## config.mk

```make
export PLATFORM = sky130hd
export DESIGN_NAME = cdf_stream_reader
export DESIGN_NICKNAME = d
export VERILOG_FILES = /design/src/rtl/cdf_pkg.sv /design/src/rtl/cdf_stream_reader.sv
export SDC_FILE = /design/constraint.sdc
export NUM_CORES = 1
export LEC_CHECK = 0
export ABC_AREA = 1
export CAP_MARGIN = 20
export CELL_PAD_IN_SITES_DETAIL_PLACEMENT = 1
export CELL_PAD_IN_SITES_GLOBAL_PLACEMENT = 1
export CORE_MARGIN = 4
export CORE_UTILIZATION = 40
export DETAILED_ROUTE_END_ITERATION = 8
export PLACE_DENSITY_LB_ADDON = 0.05
export RECOVER_POWER = 25
export SYNTH_ARGS = -nofsm -noshare
export SYNTH_HDL_FRONTEND = slang
export SYNTH_SLANG_ARGS = --single-unit
```

## constraint.sdc

```tcl
create_clock -name clock -period 16.8 [get_ports clock]
set_input_delay 3.36 -clock clock [delete_from_list [all_inputs] [get_ports clock]]
set_output_delay 3.36 -clock clock [all_outputs]
set_load 0.05 [all_outputs]
```

## src/rtl/cdf_pkg.sv

```systemverilog
// Shared constants and FSM state type for the CDF stream reader.
package cdf_pkg;

    localparam int NUM_BINS = 256;
    localparam int LANES    = 4;
    localparam int WORDS    = NUM_BINS / LANES;
    localparam int LANE_W   = 32;
    localparam int CDF_W    = 20;
    localparam int WORD_W   = LANES * LANE_W;

    // Index of the final memory word of a pass.
    localparam logic [5:0] LAST_WORD = 6'(WORDS - 1);
    // Index of the final lane within a word.
    localparam logic [1:0] LAST_LANE = 2'(LANES - 1);

    typedef enum logic [2:0] {
        IDLE = 3'd0,
        READ = 3'd1,
        WAIT = 3'd2,
        EMIT = 3'd3,
        DONE = 3'd4
    } cdf_rd_state_t;

endpackage

```

## src/rtl/cdf_stream_reader.sv

```systemverilog
// Reads a 256-bin CDF table (64 words x 4 lanes) from a synchronous memory
// and streams (bin, cdf - cdf_min) pairs out over a valid/ready handshake.
// All outputs come straight from flops; next-state and next-output values
// are computed together so the registered outputs line up with the state.
module cdf_stream_reader
    import cdf_pkg::*;
#(
    parameter logic [15:0] BASE0 = 16'h0000,
    parameter logic [15:0] BASE1 = 16'h0040
) (
    input  logic                 clock,
    input  logic                 reset,
    input  logic                 start,
    input  logic                 input_base_offset,
    input  logic [19:0]          Cdf_Min,
    output logic [15:0]          CDF_ReadAddress,
    input  logic [127:0]         CDF_ReadBus,
    output logic                 out_valid,
    input  logic                 out_ready,
    output logic [7:0]           out_bin,
    output logic [19:0]          out_value,
    output logic                 busy,
    output logic                 done
);

    // State and datapath flops.
    cdf_rd_state_t       state_q,     state_d;
    logic [5:0]          word_cnt_q,  word_cnt_d;
    logic [1:0]          lane_q,      lane_d;
    logic [15:0]         base_q,      base_d;
    logic [CDF_W-1:0]    cdf_min_q,   cdf_min_d;
    logic [WORD_W-1:0]   word_q,      word_d;
    logic [15:0]         addr_q,      addr_d;

    // Registered output flops.
    logic                out_valid_q, out_valid_d;
    logic [7:0]          out_bin_q,   out_bin_d;
    logic [CDF_W-1:0]    out_value_q, out_value_d;
    logic                busy_q,      busy_d;
    logic                done_q,      done_d;

    // Lane mux / subtract working signals.
    logic                load_out_s;
    logic [WORD_W-1:0]   lane_src_s;
    logic [1:0]          lane_sel_s;
    logic [CDF_W-1:0]    lane_val_s;

    // Next-state, counters, address and registered-output computation.
    always_comb begin
        state_d     = state_q;
        word_cnt_d  = word_cnt_q;
        lane_d      = lane_q;
        base_d      = base_q;
        cdf_min_d   = cdf_min_q;
        word_d      = word_q;
        addr_d      = addr_q;
        out_bin_d   = out_bin_q;
        out_value_d = out_value_q;
        load_out_s  = 1'b0;
        lane_src_s  = word_q;
        lane_sel_s  = lane_q;
        lane_val_s  = {CDF_W{1'b0}};

        case (state_q)
            IDLE: begin
                addr_d = base_q;
                if (start) begin
                    // Pass parameters are frozen here; later input changes are ignored.
                    base_d     = input_base_offset ? BASE1 : BASE0;
                    cdf_min_d  = Cdf_Min;
                    word_cnt_d = 6'd0;
                    lane_d     = 2'd0;
                    addr_d     = base_d;
                    state_d    = READ;
                end else begin
                    state_d    = IDLE;
                end
            end
            READ: begin
                // Address is already presented; memory answers next cycle.
                state_d = WAIT;
            end
            WAIT: begin
                // Capture the word and preload lane 0 onto the output flops.
                word_d     = CDF_ReadBus;
                lane_src_s = CDF_ReadBus;
                lane_sel_s = 2'd0;
                load_out_s = 1'b1;
                state_d    = EMIT;
            end
            EMIT: begin
                if (out_ready) begin
                    if (lane_q == LAST_LANE) begin
                        lane_d = 2'd0;
                        if (word_cnt_q == LAST_WORD) begin
                            state_d = DONE;
                        end else begin
                            word_cnt_d = word_cnt_q + 6'd1;
                            addr_d     = base_q + {10'd0, word_cnt_q + 6'd1};
                            state_d    = READ;
                        end
                    end else begin
                        lane_d     = lane_q + 2'd1;
                        lane_sel_s = lane_q + 2'd1;
                        load_out_s = 1'b1;
                    end
                end else begin
                    // Stalled: every output flop holds.
                    state_d = EMIT;
                end
            end
            DONE: begin
                addr_d  = base_q;
                state_d = IDLE;
            end
            default: begin
                state_d = IDLE;
            end
        endcase

        // Lane mux feeding a saturating 20-bit subtract.
        lane_val_s = lane_src_s[{lane_sel_s, 5'd0} +: CDF_W];
        if (load_out_s) begin
            out_bin_d = {word_cnt_q, lane_sel_s};
            if (lane_val_s >= cdf_min_q) begin
                out_value_d = lane_val_s - cdf_min_q;
            end else begin
                out_value_d = {CDF_W{1'b0}};
            end
        end else begin
            out_bin_d   = out_bin_q;
            out_value_d = out_value_q;
        end

        // Status outputs follow the state being entered.
        out_valid_d = (state_d == EMIT);
        busy_d      = (state_d != IDLE);
        done_d      = (state_d == DONE);
    end

    // State, datapath and output registers with asynchronous reset.
    always_ff @(posedge clock or posedge reset) begin
        if (reset) begin
            state_q     <= IDLE;
            word_cnt_q  <= 6'd0;
            lane_q      <= 2'd0;
            base_q      <= 16'd0;
            cdf_min_q   <= {CDF_W{1'b0}};
            word_q      <= {WORD_W{1'b0}};
            addr_q      <= 16'd0;
            out_valid_q <= 1'b0;
            out_bin_q   <= 8'd0;
            out_value_q <= {CDF_W{1'b0}};
            busy_q      <= 1'b0;
            done_q      <= 1'b0;
        end else begin
            state_q     <= state_d;
            word_cnt_q  <= word_cnt_d;
            lane_q      <= lane_d;
            base_q      <= base_d;
            cdf_min_q   <= cdf_min_d;
            word_q      <= word_d;
            addr_q      <= addr_d;
            out_valid_q <= out_valid_d;
            out_bin_q   <= out_bin_d;
            out_value_q <= out_value_d;
            busy_q      <= busy_d;
            done_q      <= done_d;
        end
    end

    assign CDF_ReadAddress = addr_q;
    assign out_valid       = out_valid_q;
    assign out_bin         = out_bin_q;
    assign out_value       = out_value_q;
    assign busy            = busy_q;
    assign done            = done_q;

endmodule

```

* Word level (Yosys, flattened, before mapping)
Cells that the tools add are included.
Word-level totals: register bits after elaboration 222, input bits 153, logic and storage cells 66, output and inout bits 47
Operators by class: add/sub/neg operators 4, order comparisons 1, equality and inequality tests 12, shift-type cells 1, reductions and logical operators 8, muxes and demuxes 28
Operators by type and width (number):
- 128-bit 2-to-1 mux | 1
- 128-bit by 8-bit indexed part select with 20-bit output | 1
- 16-bit 2-to-1 mux | 4
- 16-bit case mux with 3 select lines | 1
- 6-bit 2-to-1 mux | 4
- 20-bit greater-or-equal comparator | 1
- 20-bit 2-to-1 mux | 1
- 20-bit subtractor | 1
- 16-bit by 6-bit adder with 16-bit output | 1
- 3-bit case mux with 4 select lines | 1
- 6-bit case mux with 2 select lines | 1
- 2-bit 2-to-1 mux | 5
- 3-bit by 2-bit == test with 1-bit output (second input constant) | 3
- 3-bit 2-to-1 mux | 3
- 2-bit inequality test (second input constant) | 4
- 2-bit case mux with 2 select lines | 2
- 7-bit 2-to-1 mux | 1
- 6-bit by 1-bit adder with 6-bit output (second input constant) | 1
- 3-bit == test (second input constant) | 2
- 6-bit == test (second input constant) | 1
- 3-bit nonzero test | 2
- 5-bit AND reduction | 1
- 4-bit AND reduction | 1
- 3-bit by 1-bit == test with 1-bit output (second input constant) | 1
- other kinds (8) | 10

* Depth between registers and ports, before layout
word-level depth 7, gate-level depth with buffers 23, depth with buffers taken out 22

* Least setup slack after synthesis
No wires, ideal clock.
kind input to register, start in out_ready, end reg out_value_q[1] (netlist: out_value[1]), data arrival time 5.566 ns, slack 11.157 ns, cell stages on the path 20, buffers on the path 2, cells stage by stage nand2_2 nand3_1 o21ai_2 inv_2 clkbuf_1 nand2_1 nand3_1 nand2_1 ha_1 fa_1 inv_1 nand3_1 nand3_1 nand2_1 nand3_1 nand2_1 nand2_1 nand2_2 buf_6 o21ai_1
Between the ends: cells in the longest elaborated chain, start to end 5, elaborated cells between the ends (all ways) 8
Ends and longest elaborated chain:
- start, declared | line cdf_stream_reader.sv:19 | input logic out_ready,
- 2-bit 2-to-1 mux | line cdf_stream_reader.sv:92 | if (out_ready) begin
- 2-bit case mux with 2 select lines | line cdf_stream_reader.sv:64 | case (state_q)
- 128-bit by 8-bit indexed part select with 20-bit output | line cdf_stream_reader.sv:122 | lane_val_s = lane_src_s[{lane_sel_s, 5'd0} +: CDF_W];
- 20-bit subtractor or 20-bit greater-or-equal comparator (tied branches) | line cdf_stream_reader.sv:126, cdf_stream_reader.sv:125
- 20-bit 2-to-1 mux | line cdf_stream_reader.sv:125 | if (lane_val_s >= cdf_min_q) begin
- end signal, assigned | line cdf_stream_reader.sv:153 | out_value_q <= {CDF_W{1'b0}};
- end signal, assigned | line cdf_stream_reader.sv:166 | out_value_q <= out_value_d;
- end, declared | line cdf_stream_reader.sv:38 | logic [CDF_W-1:0] out_value_q, out_value_d;
Several ways; a longest one is shown, not always the timed one. A chain may end at the register's enable or synchronous reset.

* Worst setup path in the final report
start in out_ready, end reg out_value_q[14] (netlist: out_value[14])
Same word-level chain as after synthesis.

==> results.sh <==
export IMPL_cp_end_kind="flop"
export IMPL_nNetsFinal=1532
export IMPL_core_area_mm2=0.0227
export IMPL_finalCritPeriodShare_pct=41.7
export IMPL_synth_nets=1401
export IMPL_first_global_vias=8601
export IMPL_maxCapViolations=1
export IMPL_worstPathArrival_ns=7.36
export IMPL_finClkSkew_ns=0.0162
export IMPL_synth_area_mm2=0.00928
export IMPL_antenna_found_initial=0
export IMPL_drt_pass1_iter_count=4
export IMPL_insertion_delay_ns=0.44
export IMPL_drc=0
export IMPL_port_buffers=151
export IMPL_numCtsBuffers=17
export IMPL_rsz0062_at_grt="no"
export IMPL_tns_ns=0
export IMPL_synth_edf_count=0
export IMPL_cts_hold_buf=0
export IMPL_reg2reg_depth=21
export IMPL_vias=8308
export IMPL_row_count=55
export IMPL_gp_congestion=0.856
export IMPL_layout_commonest_cell="nand2_1"
export IMPL_violations="capacitance limit, slew limit"
export IMPL_clkSlewWorstSetupHoldPaths_ns=0.08
export IMPL_crit_required_ns=17.16
export IMPL_netlist_area_leader_share_pct=46.9
export IMPL_first_iter_violations=484
export IMPL_async_reset_ff_share_pct=100
export IMPL_grt_pass1_wl_mm=45.6
export IMPL_hp_class="flop to flop"
export IMPL_layout_min_cycle_time_ns=7.00
export IMPL_cp_max_fo=40
export IMPL_min_to="word_q[1]$_DFF_PP0_"
export IMPL_start_util_pct=40.9
export IMPL_globalRouteTotalUtil_pct=21.9
export IMPL_area_growth_pct=24.4
export IMPL_die_h_um=160
export IMPL_dpl_hpwl_mm=20.4
export IMPL_fmax_mhz=143
export IMPL_grt_start_max_net_pins=107
export IMPL_layout_drive_gt1_share_pct=5.51
export IMPL_timing_rr_end="out_value[14]$_DFFE_PP0P_"
export IMPL_grt_overflow_total=0
export IMPL_post_cts_resize_count=0
export IMPL_status="finished with violations"
export IMPL_hold_depth=2
export IMPL_multi_input_area_mm2=0.00419
export IMPL_synth_seq_cells=174
export IMPL_yosys_area_top_type="dfrtp_1"
export IMPL_yosys_warnings=0
export IMPL_cts_tree="done"
export IMPL_dieArea_mm2=0.0257
export IMPL_synthTopCellsByArea="dfrtp_1, nand2_1, inv_1"
export IMPL_worst_slew_pin_transition_ns=2.15
export IMPL_r2r_start="state_q[1]$_DFF_PP0_"
export IMPL_wl_per_cell_um=17.1
export IMPL_critPathKind="input port to flop"
export IMPL_synthCells=1216
export IMPL_die_w_um=160
export IMPL_vias_per_cell=5.05
export IMPL_fillers=2781
export IMPL_cp_start_kind="input port"
export IMPL_mostFrequentLayoutCells="nand2_1, dfrtp_1, inv_1, nor2_1, clkdlybuf4s50_1"
export IMPL_synth_seq_area_share_pct=46.9
export IMPL_synthFlopType="dfrtp_1"
export IMPL_hold_path_startpoint="word_q[1]$_DFF_PP0_"
export IMPL_post_cts_setup_buffers=0
export IMPL_rrSetupSlack_ns=12.06
export IMPL_clockBufferDepth=2
export IMPL_slew_headroom_pct=-44.0
export IMPL_layout_area_seq_mm2=0.00435
export IMPL_syn_area_per_cell_um2=7.63
export IMPL_final_antenna_net_count=0
export IMPL_synth_distinct_cells=41
export IMPL_hold_viol_final=0
export IMPL_htreeDepth=4
export IMPL_wl_mm=28.1
export IMPL_antenna_cells=0
export IMPL_cts_sinks=174
export IMPL_io_pins=200
export IMPL_maxSlewViolCount=44
export IMPL_finalSetupViolCount=0
export IMPL_cts_root_buffer="clkbuf_16"
## state kept, by name, indices dropped and copies added, names as in the netlist
signal / count
word_q: 80
cdf_min_q: 20
out_value: 20
CDF_ReadAddress: 16
base_q: 16
out_bin: 8
word_cnt_q: 6
state_q: 3
lane_q: 2
busy: 1
done: 1
out_valid: 1
## how the worst max path moves through the flow
stage	startpoint	end	cells past startpoint
6_report	out_ready	out_value[14]$_DFFE_PP0P_	20
5_1_grt	out_ready	out_value[14]$_DFFE_PP0P_	20
4_1_cts	out_ready	out_value[14]$_DFFE_PP0P_	20
3_5_place_dp	out_ready	out_value[14]$_DFFE_PP0P_	20
3_3_place_gp	out_ready	out_value[15]$_DFFE_PP0P_	20
2_1_floorplan	reset	CDF_ReadAddress[0]$_DFFE_PP0P_	1
## per-stage QoR
step / utilization [%] / area, um^2 / worst slack [ns] / hold WS (ns) / instances
finish: 50.9 / 11600 / 9.80 / 0.477 / 1645
global route: 50.9 / 11600 / 9.39 / 0.502 / 1645
CTS: 50.8 / 11500 / 9.78 / 0.482 / 1644
detailed placement: 48.1 / 10900 / 9.36 / 0.462 / 1612
global placement: 48.1 / 10900 / 9.41 / 0.454 / 1612
floorplan: - / 9280 / 8.72 / 0.440 / 1216
## layout make-up
| cell class | instances | area share, % |
|---|---|---|
| Clock buffer | 19 | 3.92 |
| Clock inverter | 13 | 1.29 |
| Inverter | 119 | 3.94 |
| Multi-Input combinational cell | 876 | 36.3 |
| Sequential cell | 174 | 37.7 |
| Tap cell | 285 | 3.09 |
| Timing Repair Buffer | 159 | 13.8 |
## cells in the mapped netlist, types with 2 or more instances
| cell type | n |
|---|---|
| o21ai_1 | 41 |
| inv_2 | 9 |
| xnor2_1 | 10 |
| ha_1 | 30 |
| o21ai_2 | 2 |
| o21a_1 | 2 |
| a21oi_1 | 32 |
| xor2_1 | 5 |
| o21ai_0 | 66 |
| nand2_1 | 461 |
| a2bb2oi_2 | 5 |
| o21bai_1 | 2 |
| nor3_1 | 9 |
| inv_1 | 108 |
| dfrtp_1 | 174 |
| nand3_1 | 54 |
| clkbuf_1 | 10 |
| buf_6 | 7 |
| nand2_2 | 5 |
| or2_0 | 2 |
| nor2_2 | 2 |
| nor2_4 | 3 |
| buf_4 | 10 |
| a21boi_1 | 2 |
| a31oi_1 | 3 |
| a21oi_2 | 3 |
| nand3b_1 | 5 |
| buf_2 | 18 |
| nor2_1 | 99 |
| nand4_1 | 8 |
| o22ai_1 | 18 |
| fa_1 | 2 |
## kinds of logic after synthesis
kind of cell,Yosys count,synth area share [%]
AOI/OAI and AO/OA,180,11.2
xor gates and xnor gates,15,1.42
adders and majority gates,32,4.48
buffers and inverters,166,8.02
DFF,174,46.9
and+or+nand+nor,649,28.0
## routing by layer
metal  track usage, %  up-vias  share of wire [%]
met5                0        -                  0
met2             37.0      133                 49
li1                 -     4107                  -
met3             3.23       25                2.9
met1             29.8     4043                 47
met4             5.40        0                1.4
## critical path, cell delays in order
cell and delay (ns):
clkdlybuf4s50_1 0.56, inv_1 0.06, nor2_1 0.10, inv_1 0.10
o21ai_2 0.11, buf_4 0.42, inv_2 0.41, nor2_1 0.31
o22ai_1 0.21, ha_1 0.44, nand2_1 0.13, inv_1 0.09
nand2_1 0.09, nor2_1 0.11, nand2_1 0.06, nand3_1 0.13
nand2_1 0.11, nand2_1 0.09, nand2_2 0.19, o21ai_0 0.24
Power is not shown: default switching activity piles up to over one toggle a cycle in this logic, so the estimate is an artifact.
